`src/rtl/bitwise_ops.sv`:
```
// Registered two-operand bitwise logic unit: AND, OR, NAND, NOR, XOR and XNOR
// of two WIDTH-bit operands, all captured together with one cycle of latency.
module bitwise_ops #(
    parameter int unsigned WIDTH = 4
) (
    input  logic             clk,
    input  logic             rst_n,
    input  logic             in_valid,
    input  logic [WIDTH-1:0] a,
    input  logic [WIDTH-1:0] b,
    output logic             out_valid,
    output logic [WIDTH-1:0] aandb,
    output logic [WIDTH-1:0] aorb,
    output logic [WIDTH-1:0] anandb,
    output logic [WIDTH-1:0] anorb,
    output logic [WIDTH-1:0] axorb,
    output logic [WIDTH-1:0] axnorb
);

    logic             out_valid_d, out_valid_q;
    logic [WIDTH-1:0] aandb_d,  aandb_q;
    logic [WIDTH-1:0] aorb_d,   aorb_q;
    logic [WIDTH-1:0] anandb_d, anandb_q;
    logic [WIDTH-1:0] anorb_d,  anorb_q;
    logic [WIDTH-1:0] axorb_d,  axorb_q;
    logic [WIDTH-1:0] axnorb_d, axnorb_q;

    // Results hold their last value while idle; only the valid flag drops.
    always_comb begin
        out_valid_d = 1'b0;
        aandb_d     = aandb_q;
        aorb_d      = aorb_q;
        anandb_d    = anandb_q;
        anorb_d     = anorb_q;
        axorb_d     = axorb_q;
        axnorb_d    = axnorb_q;
        if (in_valid) begin
            out_valid_d = 1'b1;
            aandb_d     = a & b;
            aorb_d      = a | b;
            anandb_d    = ~(a & b);
            anorb_d     = ~(a | b);
            axorb_d     = a ^ b;
            axnorb_d    = ~(a ^ b);
        end
    end

    // Reset clears every result to 0, including the inverted ones.
    always_ff @(posedge clk) begin
        if (!rst_n) begin
            out_valid_q <= 1'b0;
            aandb_q     <= '0;
            aorb_q      <= '0;
            anandb_q    <= '0;
            anorb_q     <= '0;
            axorb_q     <= '0;
            axnorb_q    <= '0;
        end else begin
            out_valid_q <= out_valid_d;
            aandb_q     <= aandb_d;
            aorb_q      <= aorb_d;
            anandb_q    <= anandb_d;
            anorb_q     <= anorb_d;
            axorb_q     <= axorb_d;
            axnorb_q    <= axnorb_d;
        end
    end

    assign out_valid = out_valid_q;
    assign aandb     = aandb_q;
    assign aorb      = aorb_q;
    assign anandb    = anandb_q;
    assign anorb     = anorb_q;
    assign axorb     = axorb_q;
    assign axnorb    = axnorb_q;

endmodule

```
`config.mk`:
```
export PLATFORM = sky130hd
export DESIGN_NAME = bitwise_ops
export DESIGN_NICKNAME = d
export VERILOG_FILES = /design/src/rtl/bitwise_ops.sv
export SDC_FILE = /design/constraint.sdc
export NUM_CORES = 1
export LEC_CHECK = 0
export CORE_MARGIN = 2
export CORE_UTILIZATION = 36
export CTS_CLUSTER_SIZE = 40
export DETAILED_ROUTE_END_ITERATION = 10
export PLACE_DENSITY = 0.61
export SLEW_MARGIN = 10
export SYNTH_ARGS = -nofsm -noshare
export SYNTH_HDL_FRONTEND = slang
export SYNTH_SLANG_ARGS = --single-unit
export TNS_END_PERCENT = 10
```
`constraint.sdc`:
```
create_clock -name clk -period 1 [get_ports clk]
set_input_delay 0.2 -clock clk [delete_from_list [all_inputs] [get_ports clk]]
set_output_delay 0.2 -clock clk [all_outputs]
set_load 0.05 [all_outputs]
```
==> flow_summary.ini <==
[run_status]
outcome = finished, violations left
violations = negative setup slack

[floorplanning]
die_area_sq_um = 3643
ios = 36
die_x_um = 60.36
row_count = 20
start_util_pct = 37.77
coreArea_sq_um = 3028
die_y_um = 60.36

[final_layout]
regArea_sq_um = 531.8
multi_input_area_sq_um = 564.3
final_cell_mix = buf_12 (26), dfxtp_2 (25), ha_1 (15)
nFillCells = 250
final_area_sq_um = 1942
insertedDiodeCount = 0
nNetsFinal = 177
layout_commonest_cell = buf_12
area_growth_pct = 69.80
drive_above_1_share_pct = 47.65
final-instance-count-excl-fill = 193
final_util_pct = 64.13

[min_path]
hold_start = b[3]
hold_depth = 4
hold_path.class = in -> reg
min_to = axnorb[3]

[synthesis]
synthXorXnorAreaFrac_pct = 0
yosys_warnings = 0
synth.distinct_cells = 14
syn-cell-area_sq_um = 1144
synth_compound_area_share_pct = 10.50
synth_largest_area_cell = dfxtp_1
synthTopCellsByArea = dfxtp_1 (44%), ha_1 (18%), mux2i_1 (11%)
synth_cells = 104
yosysTopAreaCellShare_pct = 43.76
synthMuxAreaShare_pct = 10.50
synthSimpleGateAreaFrac_pct = 9.737
synth_sequential_area_ratio_pct = 43.76
ys_ff_latch = 25
synth_top_family_by_area = adder cells
synthAdderAreaFrac_pct = 17.51
syn_nets = 131
synth_area_per_cell_sq_um = 11.00

[worst_setup_path]
worstPathArrival_ns = 0.85
cp_max_fo = 2
worst_ep_required_time_ns = 0.80
rr_worst_depth = 1
criticalPathCategory = reg -> out
r2r-start = aorb[0]
cp-start-kind = flop
cpMaxStageDelayCell = dfxtp_2
worst-path-buf-inv = 1
rr_endpoint = aorb[0]
r2r_slack_ns = 0.34
path_cells = buf_12
path_delay_family = flip-flops
cpPeakStageDelay_ns = 0.38
cp-end-kind = primary output

[power]
ir_worst_vdd_mv = 0.6293
leakage_nw = 0.9629
powerDensity_nw_per_um2 = 1215

[placement]
globalplace.congestion = 0.6478
pre_cts_ws_ns = -0.3937
dp_hpwl_um = 1568
port_buffers = 35
dp.cells = 188
placed_cell_area_sq_um = 1833

[detailed_routing]
detail-route-antenna-nets = 0
initialDrtViolationCount = 7
wl_per_cell_um = 11.64
drt-total-wl_um = 2247
first_pass_iters = 2
route.vias.total = 866
vias_per_cell = 4.487
drc = 0

[clock_tree]
clk_transition_reported_paths_ns = 0.14
cts_made_buffers = 3
post_cts_buffers = 0
root_buffer = clkbuf_4
htree_levels = 1
ctsLongestPathBuffers = 2
cts_tree = done
insertion_delay_ns = 0.32
cts_sinks = 25

[timing]
worst_slew_pin_slew_ns = 0.2392
period_minus_slack_ns = 1.048
finalHoldViolCount = 0
fin_hold_ws_ns = 0.2802
drv_slew = 0
setup_slack_ns = -0.04779
finalCritPeriodShare_pct = 104.8
setup_violations = 25
fmax_mhz = 954.4
rsz0062_at_grt = true
slew-limit-headroom_pct = 84.03
skew_ns = 0

[global_routing]
grt_pass1_wl_um = 3774
grt_max_degree = 38
grt_pass1_vias = 861
track_usage_pct = 13.85
gr-total-overflow = 0
antenna_found_initial = 0

[run]
drv_cap = 0
final cells by class:
| class | instances | share of cell area [%] |
|---|---|---|
| multi-input combinational | 65 | 29.06 |
| sequential | 25 | 27.38 |
| clock inverter | 1 | 0.2577 |
| tap | 44 | 2.835 |
| clock buffer | 3 | 1.160 |
| timing repair buffer | 47 | 37.76 |
| inverter | 8 | 1.546 |
layer usage:
metal / global-route usage, % / routed length [um] / up-vias / part of all wire (%)
li1: - / - / 431 / -
met1: 16.31 / 953 / 413 / 42
met2: 23.91 / 1170 / 17 / 52
met3: 1.706 / 66 / 5 / 2.9
met4: 8.571 / 56 / 0 / 2.5
met5: 0 / 0 / - / 0
cell usage after synthesis, drive strengths merged:
master	n
a21oi	4
and2	1
buf	5
clkbuf	1
dfxtp	25
ha	16
inv	8
mux2i	12
nand2	8
nor2b	12
o211a	8
o21ai	4
kinds of logic after synthesis:
kind of cell / Yosys count
AOI/OAI and AO/OA: 16
buffers and inverters: 14
muxes: 12
and+or+nand+nor: 21
DFF: 25
adders and majority gates: 16
power by group:
part	switching (mW)	internal (mW)	leakage (nW)
clock network	0.311	0.150	0.0177
logic	0.369	0.387	0.730
registers	0.0673	1.08	0.215
worst max path at each step:
stage,slack [ns],depth (start not counted),endpoint,startpoint
final,-0.05,1,aandb[1],aandb[1]
after global routing,-0.09,1,aorb[0],aorb[0]
after CTS,-0.07,1,axorb[0],axorb[0]
after detailed placement,-0.39,5,axorb[2],a[2]
after global placement,-0.35,5,axorb[0],a[0]
after floorplan,0.09,2,axnorb[0],axnorb[0]
flip-flops by register name, indices dropped and copies added (netlist names):
signal,count
aandb,4
anandb,4
anorb,4
aorb,4
axnorb,4
axorb,4
out_valid,1
per-stage QoR:
stage          TNS (ns)  power (mW)
3_3_place_gp     -6.702       1.887
2_1_floorplan         0       1.503
4_1_cts          -1.342       2.377
6_report        -0.8934       2.359
5_1_grt          -1.824       2.471
3_5_place_dp     -7.127       1.898
repair_timing:
action / CTS / global route
pin swaps: 2 / 0
cloned: 0 / 1
endpoints found under the setup margin: 27 / 32
resized for setup: 27 / 11
hold buffers: 0 / 0
Power figures use the tool's default switching activity.
